File: src/rtl/audio_request_arbiter_pkg.sv
// Shared types and default values for the audio request arbiter.
package audio_request_arbiter_pkg;

  typedef enum logic [1:0] {
    ST_IDLE = 2'd0,
    ST_PLAY = 2'd1,
    ST_GAP  = 2'd2
  } arb_state_t;

  localparam int unsigned DEF_NUM_REQ    = 4;
  localparam int unsigned DEF_SEL_W      = 3;
  localparam int unsigned DEF_GAP_CYCLES = 2;
  localparam int unsigned DEF_MAX_PLAY   = 50_000_000;

endpackage

File: src/rtl/audio_request_arbiter_if.sv
// Request/Audio-side signal bundle for the arbiter; master = requesters + Audio, slave = arbiter.
interface audio_request_arbiter_if #(
  parameter int unsigned NUM_REQ = 4,
  parameter int unsigned SEL_W   = 3
);
  logic [NUM_REQ-1:0]       req;
  logic [NUM_REQ*SEL_W-1:0] req_sel;
  logic                     mute;
  logic                     seq_end;
  logic                     audio_enable;
  logic [SEL_W-1:0]         audio_select;
  logic [NUM_REQ-1:0]       grant;
  logic [NUM_REQ-1:0]       done;
  logic [NUM_REQ-1:0]       aborted;
  logic                     busy;
  logic                     timeout_err;

  modport master (
    output req, req_sel, mute, seq_end,
    input  audio_enable, audio_select, grant, done, aborted, busy, timeout_err
  );

  modport slave (
    input  req, req_sel, mute, seq_end,
    output audio_enable, audio_select, grant, done, aborted, busy, timeout_err
  );
endinterface

File: src/rtl/audio_request_arbiter_prio_encoder.sv
// Lowest-set-bit priority encoder with an "any bit set below index k" flag.
module audio_prio_encoder #(
  parameter int unsigned NUM_REQ = 4,
  parameter int unsigned IDX_W   = 2
) (
  input  logic [NUM_REQ-1:0] mask,
  input  logic [IDX_W-1:0]   k,
  output logic               valid,
  output logic [IDX_W-1:0]   index,
  output logic               below
);

  always_comb begin
    valid = 1'b0;
    index = '0;
    below = 1'b0;
    for (int unsigned i = 0; i < NUM_REQ; i++) begin
      if (mask[i] && !valid) begin
        valid = 1'b1;
        index = IDX_W'(i);
      end
      if (mask[i] && (IDX_W'(i) < k)) begin
        below = 1'b1;
      end
    end
  end

endmodule

File: src/rtl/audio_request_arbiter.sv
// Shares one Audio PWM sequencer among prioritised requesters with preemption, mute and watchdog.
module audio_request_arbiter
  import audio_request_arbiter_pkg::*;
#(
  parameter int unsigned NUM_REQ    = DEF_NUM_REQ,
  parameter int unsigned SEL_W      = DEF_SEL_W,
  parameter int unsigned GAP_CYCLES = DEF_GAP_CYCLES,
  parameter int unsigned MAX_PLAY   = DEF_MAX_PLAY
) (
  input logic                  clk,
  input logic                  rst,
  audio_request_arbiter_if.slave bus
);

  localparam int unsigned IDX_W = (NUM_REQ > 1) ? $clog2(NUM_REQ) : 1;
  localparam int unsigned WD_W  = $clog2(MAX_PLAY) + 1;
  localparam int unsigned GAP_W = $clog2(GAP_CYCLES) + 1;
  localparam logic [WD_W-1:0]  WD_LAST  = WD_W'(MAX_PLAY - 1);
  localparam logic [GAP_W-1:0] GAP_LAST = GAP_W'(GAP_CYCLES - 1);

  arb_state_t         state_q, state_d;
  logic [NUM_REQ-1:0] pending_q, pending_d, clr;
  logic [SEL_W-1:0]   sel_q [NUM_REQ];
  logic [IDX_W-1:0]   cur_q, cur_d;
  logic [WD_W-1:0]    wd_q, wd_d;
  logic [GAP_W-1:0]   gap_q, gap_d;
  logic [SEL_W-1:0]   select_q, select_d;
  logic [NUM_REQ-1:0] grant_q, grant_d;
  logic [NUM_REQ-1:0] done_q, done_d;
  logic [NUM_REQ-1:0] aborted_q, aborted_d;
  logic               tmo_q, tmo_d;

  logic               enc_valid;
  logic [IDX_W-1:0]   enc_index;
  logic               enc_below;

  // One encoder serves both jobs: winner selection in IDLE, preemption check against cur in PLAY.
  audio_prio_encoder #(
    .NUM_REQ (NUM_REQ),
    .IDX_W   (IDX_W)
  ) u_prio (
    .mask  (pending_q),
    .k     (cur_q),
    .valid (enc_valid),
    .index (enc_index),
    .below (enc_below)
  );

  always_comb begin
    state_d   = state_q;
    cur_d     = cur_q;
    wd_d      = wd_q;
    gap_d     = gap_q;
    select_d  = select_q;
    grant_d   = '0;
    done_d    = '0;
    aborted_d = '0;
    tmo_d     = tmo_q;
    clr       = '0;

    case (state_q)
      ST_IDLE: begin
        if (enc_valid && !bus.mute) begin
          state_d             = ST_PLAY;
          select_d            = sel_q[enc_index];
          grant_d[enc_index]  = 1'b1;
          clr[enc_index]      = 1'b1;
          cur_d               = enc_index;
          wd_d                = '0;
        end
      end
      ST_PLAY: begin
        if (bus.mute) begin
          aborted_d[cur_q] = 1'b1;
          state_d          = ST_GAP;
          gap_d            = '0;
        end else if (bus.seq_end) begin
          done_d[cur_q] = 1'b1;
          state_d       = ST_GAP;
          gap_d         = '0;
        end else if (wd_q == WD_LAST) begin
          aborted_d[cur_q] = 1'b1;
          tmo_d            = 1'b1;
          state_d          = ST_GAP;
          gap_d            = '0;
        end else if (enc_below) begin
          aborted_d[cur_q] = 1'b1;
          state_d          = ST_GAP;
          gap_d            = '0;
        end else begin
          wd_d = wd_q + WD_W'(1);
        end
      end
      ST_GAP: begin
        if (gap_q == GAP_LAST) begin
          state_d = ST_IDLE;
        end else begin
          gap_d = gap_q + GAP_W'(1);
        end
      end
      default: state_d = ST_IDLE;
    endcase

    // A fresh request beats the grant-time clear; mute flushes everything.
    if (bus.mute) begin
      pending_d = '0;
    end else begin
      pending_d = (pending_q & ~clr) | bus.req;
    end
  end

  always_ff @(posedge clk or posedge rst) begin
    if (rst) begin
      state_q   <= ST_IDLE;
      pending_q <= '0;
      cur_q     <= '0;
      wd_q      <= '0;
      gap_q     <= '0;
      select_q  <= '0;
      grant_q   <= '0;
      done_q    <= '0;
      aborted_q <= '0;
      tmo_q     <= 1'b0;
      for (int unsigned i = 0; i < NUM_REQ; i++) begin
        sel_q[i] <= '0;
      end
    end else begin
      state_q   <= state_d;
      pending_q <= pending_d;
      cur_q     <= cur_d;
      wd_q      <= wd_d;
      gap_q     <= gap_d;
      select_q  <= select_d;
      grant_q   <= grant_d;
      done_q    <= done_d;
      aborted_q <= aborted_d;
      tmo_q     <= tmo_d;
      for (int unsigned i = 0; i < NUM_REQ; i++) begin
        if (bus.req[i] && !bus.mute) begin
          sel_q[i] <= bus.req_sel[i*SEL_W +: SEL_W];
        end
      end
    end
  end

  // Enable and busy decode straight from state so an async reset silences Audio immediately.
  assign bus.audio_enable = (state_q == ST_PLAY);
  assign bus.busy         = (state_q != ST_IDLE);
  assign bus.audio_select = select_q;
  assign bus.grant        = grant_q;
  assign bus.done         = done_q;
  assign bus.aborted      = aborted_q;
  assign bus.timeout_err  = tmo_q;

endmodule

File: src/flat_wrapper.sv
// flat-port wrapper written by rule: the top's interface ports become plain ports
module audio_request_arbiter_flat import audio_request_arbiter_pkg::*;
#(
  parameter int unsigned NUM_REQ    = DEF_NUM_REQ,
  parameter int unsigned SEL_W      = DEF_SEL_W,
  parameter int unsigned GAP_CYCLES = DEF_GAP_CYCLES,
  parameter int unsigned MAX_PLAY   = DEF_MAX_PLAY
)
  (clk, rst, bus_req, bus_req_sel, bus_mute, bus_seq_end, bus_audio_enable, bus_audio_select, bus_grant, bus_done, bus_aborted, bus_busy, bus_timeout_err);
  audio_request_arbiter_if #(.NUM_REQ(NUM_REQ), .SEL_W(SEL_W)) bus_i ();
  input logic clk;
  input logic rst;
  input wire logic [$bits(bus_i.req)-1:0] bus_req;
  input wire logic [$bits(bus_i.req_sel)-1:0] bus_req_sel;
  input wire logic [$bits(bus_i.mute)-1:0] bus_mute;
  input wire logic [$bits(bus_i.seq_end)-1:0] bus_seq_end;
  output wire logic [$bits(bus_i.audio_enable)-1:0] bus_audio_enable;
  output wire logic [$bits(bus_i.audio_select)-1:0] bus_audio_select;
  output wire logic [$bits(bus_i.grant)-1:0] bus_grant;
  output wire logic [$bits(bus_i.done)-1:0] bus_done;
  output wire logic [$bits(bus_i.aborted)-1:0] bus_aborted;
  output wire logic [$bits(bus_i.busy)-1:0] bus_busy;
  output wire logic [$bits(bus_i.timeout_err)-1:0] bus_timeout_err;
  assign bus_i.req = bus_req;
  assign bus_i.req_sel = bus_req_sel;
  assign bus_i.mute = bus_mute;
  assign bus_i.seq_end = bus_seq_end;
  assign bus_audio_enable = bus_i.audio_enable;
  assign bus_audio_select = bus_i.audio_select;
  assign bus_grant = bus_i.grant;
  assign bus_done = bus_i.done;
  assign bus_aborted = bus_i.aborted;
  assign bus_busy = bus_i.busy;
  assign bus_timeout_err = bus_i.timeout_err;
  audio_request_arbiter #(.NUM_REQ(NUM_REQ), .SEL_W(SEL_W), .GAP_CYCLES(GAP_CYCLES), .MAX_PLAY(MAX_PLAY)) u_core (.clk(clk), .rst(rst), .bus(bus_i));
endmodule
File: config.mk
export PLATFORM = sky130hd
export DESIGN_NAME = audio_request_arbiter_flat
export DESIGN_NICKNAME = d
export VERILOG_FILES = /design/src/rtl/audio_request_arbiter_pkg.sv /design/src/rtl/audio_request_arbiter_if.sv /design/src/rtl/audio_request_arbiter_prio_encoder.sv /design/src/rtl/audio_request_arbiter.sv /design/src/flat_wrapper.sv
export SDC_FILE = /design/constraint.sdc
export NUM_CORES = 1
export LEC_CHECK = 0
export ABC_AREA = 1
export CORE_MARGIN = 4
export CORE_UTILIZATION = 60
export DETAILED_ROUTE_END_ITERATION = 6
export DONT_BUFFER_PORTS = 1
export GPL_TIMING_DRIVEN = 0
export PLACE_DENSITY = 0.85
export SLEW_MARGIN = 20
export SYNTH_ARGS = -nofsm -noshare
export SYNTH_HDL_FRONTEND = slang
export SYNTH_HIERARCHICAL = 1
export SYNTH_SLANG_ARGS = --single-unit
File: constraint.sdc
create_clock -name clk -period 2.7 [get_ports clk]
set_clock_uncertainty 0.1 [all_clocks]
set_input_delay 0.54 -clock clk [delete_from_list [all_inputs] [get_ports clk]]
set_output_delay 0.54 -clock clk [all_outputs]
set_load 0.01 [all_outputs]
==> results.sh <==
export IMPL_yosys_top_cells_area="dfrtp_1 48%, nand2_1 17%, nor2_1 6.4%"
export IMPL_fin_setup_tns_ns=0
export IMPL_cts_root_buf="clkbuf_8"
export IMPL_core_area_sq_um=5510
export IMPL_drtAntennaViolNets=0
export IMPL_gr_total_overflow=0
export IMPL_pre_cts_slack_ns=0.590
export IMPL_drt_vias_per_instance=5.64
export IMPL_synth_cell_type_count=26
export IMPL_crit_arrival_ns=1.63
export IMPL_period_needed_ns=2.27
export IMPL_synth_warnings=6
export IMPL_syn_inst=445
export IMPL_fin_crit_sh_pct=84.1
export IMPL_worst_pin_slew_ns=0.691
export IMPL_ir_drop_mv=0.541
export IMPL_gp_congestion=0.921
export IMPL_synth_fp_nets=467
export IMPL_num_rows=27
export IMPL_htree_levels=3
export IMPL_synth_seq_cells=65
export IMPL_num_vias=3019
export IMPL_sw_frac_of_total_pct=35.5
export IMPL_finalNetCount=480
export IMPL_clock_fmax_mhz=441
export IMPL_rsz0062_at_grt="no"
export IMPL_cts_sinks=65
export IMPL_drtPass1Iterations=5
export IMPL_power_density_nw_per_um2=730
export IMPL_post_route_util_pct=67.6
export IMPL_clockBufferDepth=2
export IMPL_p_clk_share_pct=31.3
export IMPL_hpwl_microns=6030
export IMPL_clk_latency_ns=0.35
export IMPL_portBuffers=0
export IMPL_power_net_switching_uw=965
export IMPL_wl_per_cell_microns=15.0
export IMPL_avgSynthCellArea_sq_um=7.63
export IMPL_postCtsSetupRepairBufs=0
export IMPL_min_path_type="in -> reg"
export IMPL_drc_errors=0
export IMPL_grt_pass1_wl_microns=13800
export IMPL_grt_pass1_vias=2976
export IMPL_layout_drive_gt1_share_pct=9.07
export IMPL_final_cell_area_sq_um=3720
export IMPL_io_pins=38
export IMPL_path_max_fanout=10
export IMPL_layout_common_cells="150 x nand2_1, 65 x dfrtp_1, 58 x nor2_1"
export IMPL_relSlewSlack_pct=54.0
export IMPL_area_growth_syn_to_layout_pct=9.61
export IMPL_final_common_cell="nand2_1"
export IMPL_synth_top_area_share_pct=47.9
export IMPL_start_kind="register"
export IMPL_grt_max_degree=43
export IMPL_critPathKind="reg -> out"
export IMPL_cap_violations=0
export IMPL_synth_area_leader_cell="dfrtp_1"
export IMPL_outcome="complete, no violations"
export IMPL_placed_cell_area_sq_um=3510
export IMPL_clk_pin_slew_ns=0.07
export IMPL_routed_wirelength_microns=8000
export IMPL_timing_final_ws_setup_ns=0.430
export IMPL_hold_violations=0
export IMPL_cp_required_ns=2.06
export IMPL_cts_tree="built"
export IMPL_antenna_cells=0
export IMPL_drtIter0Drc=408
export IMPL_die_h_microns=83.2
export IMPL_die_area_sq_um=6930
export IMPL_drv_slew=0
export IMPL_p_int_mw=1.75
export IMPL_seqPwrFrac_pct=44.5
export IMPL_grt_usage_pct=25.2
export IMPL_setup_violations=0
export IMPL_seq_area_frac_synth_pct=47.9
export IMPL_p_leak_nw=1.60
export IMPL_start_util_pct=61.7
export IMPL_grt_antenna_before_repair=0
export IMPL_cp_end_kind="output port"
export IMPL_dieWidth_microns=83.2
export IMPL_tritoncts_num_buffers=9
export IMPL_combPwrFrac_pct=24.2
export IMPL_synth_area_sq_um=3400
## metal layers
metal  wire (microns)  global-route usage, %  share of wire (%)  vias up
met5                0                      0                  0        -
met4              261                   11.7                3.3        0
met3              553                   6.45                6.9       22
met2             3880                   41.2                 49      114
met1             3300                   31.2                 41     1422
li1                 -                      -                  -     1461
## synth_stat cells (all sizes together)
cell / number
xor2: 4
or2: 2
dfrtp: 65
inv: 42
nand2: 151
buf: 5
clkbuf: 2
mux2: 12
o21ai: 33
a41oi: 3
xnor2: 2
nand3: 38
a22oi: 4
a21oi: 2
ha: 2
clkinv: 1
nor3: 10
o21bai: 5
nor2: 59
nand4: 3
## path summary, 6_finish.rpt
path | start | end | slack [ns] | cells past startpoint
hold / removal | bus_req_sel[10] | u_core/sel_q[1] | 0.24 | 1
setup reg to reg | u_core/wd_q[0] | u_core/wd_q[6] | 0.53 | 9
min in group asynchronous | rst | u_core/wd_q[22] | 0.53 | 2
hold reg to reg | u_core/gap_q[1] | u_core/gap_q[1] | 0.40 | 2
max in group asynchronous | rst | u_core/gap_q[0] | 1.46 | 3
setup / recovery | u_core/state_q[1] | bus_audio_enable | 0.43 | 4
## sequential cells by signal, indices dropped and copies added (netlist names), 2 cells and up
| register | cells |
|---|---|
| u_core/bus.aborted | 4 |
| u_core/bus.audio_select | 3 |
| u_core/bus.done | 4 |
| u_core/bus.grant | 4 |
| u_core/cur_q | 2 |
| u_core/gap_q | 2 |
| u_core/pending_q | 4 |
| u_core/sel_q | 12 |
| u_core/state_q | 2 |
| u_core/wd_q | 27 |
## power by group through the flow
stage	Combinational [mW]	Clock, mW	Sequential [mW]
2_1_floorplan	0.477	0	1.20
3_3_place_gp	0.619	0	1.22
3_5_place_dp	0.649	0	1.23
4_1_cts	0.654	0.865	1.21
5_1_grt	0.736	0.923	1.23
6_report	0.658	0.850	1.21
## cell families (layout without fill, tap and decap cells)
group / count (synthesis) / count (layout) / share of synthesized area, %
xor+xnor: 6 / 6 / 1.55
compound gates: 47 / 47 / 7.92
simple gates: 263 / 263 / 31.5
fa+ha+maj: 2 / 2 / 0.737
buf+inv: 50 / 68 / 6.45
flops: 65 / 65 / 47.9
mux: 12 / 12 / 3.98
## worst max-delay path, cell delays in order (launching register included)
cell	delay, ns
dfrtp_1	0.38
inv_1	0.08
nand2_1	0.09
inv_2	0.17
clkbuf_1	0.56
## cell type report
type,instances,area (sq um)
Fill cell,430,1780
Timing Repair Buffer,2,30.0
Sequential cell,65,1630
Clock inverter,5,62.6
Tap cell,72,90.1
Buffer,7,57.6
Clock buffer,11,141
Multi-Input combinational cell,330,1550
Inverter,43,164
## metrics by stage
step / hold slack, ns / cells / total power, mW
after floorplan: 0.342 / 445 / 1.67
after global placement: 0.358 / 517 / 1.84
after detailed placement: 0.298 / 518 / 1.88
after CTS: 0.223 / 535 / 2.73
after global routing: 0.220 / 535 / 2.89
final: 0.238 / 535 / 2.72
## repair_timing
action                                  CTS  global route
resized for setup                         0             0
endpoints found under the setup margin    0             0
hold buffers                              1             0
hold endpoints to repair                 23             0
Power figures use the tool's default switching activity.
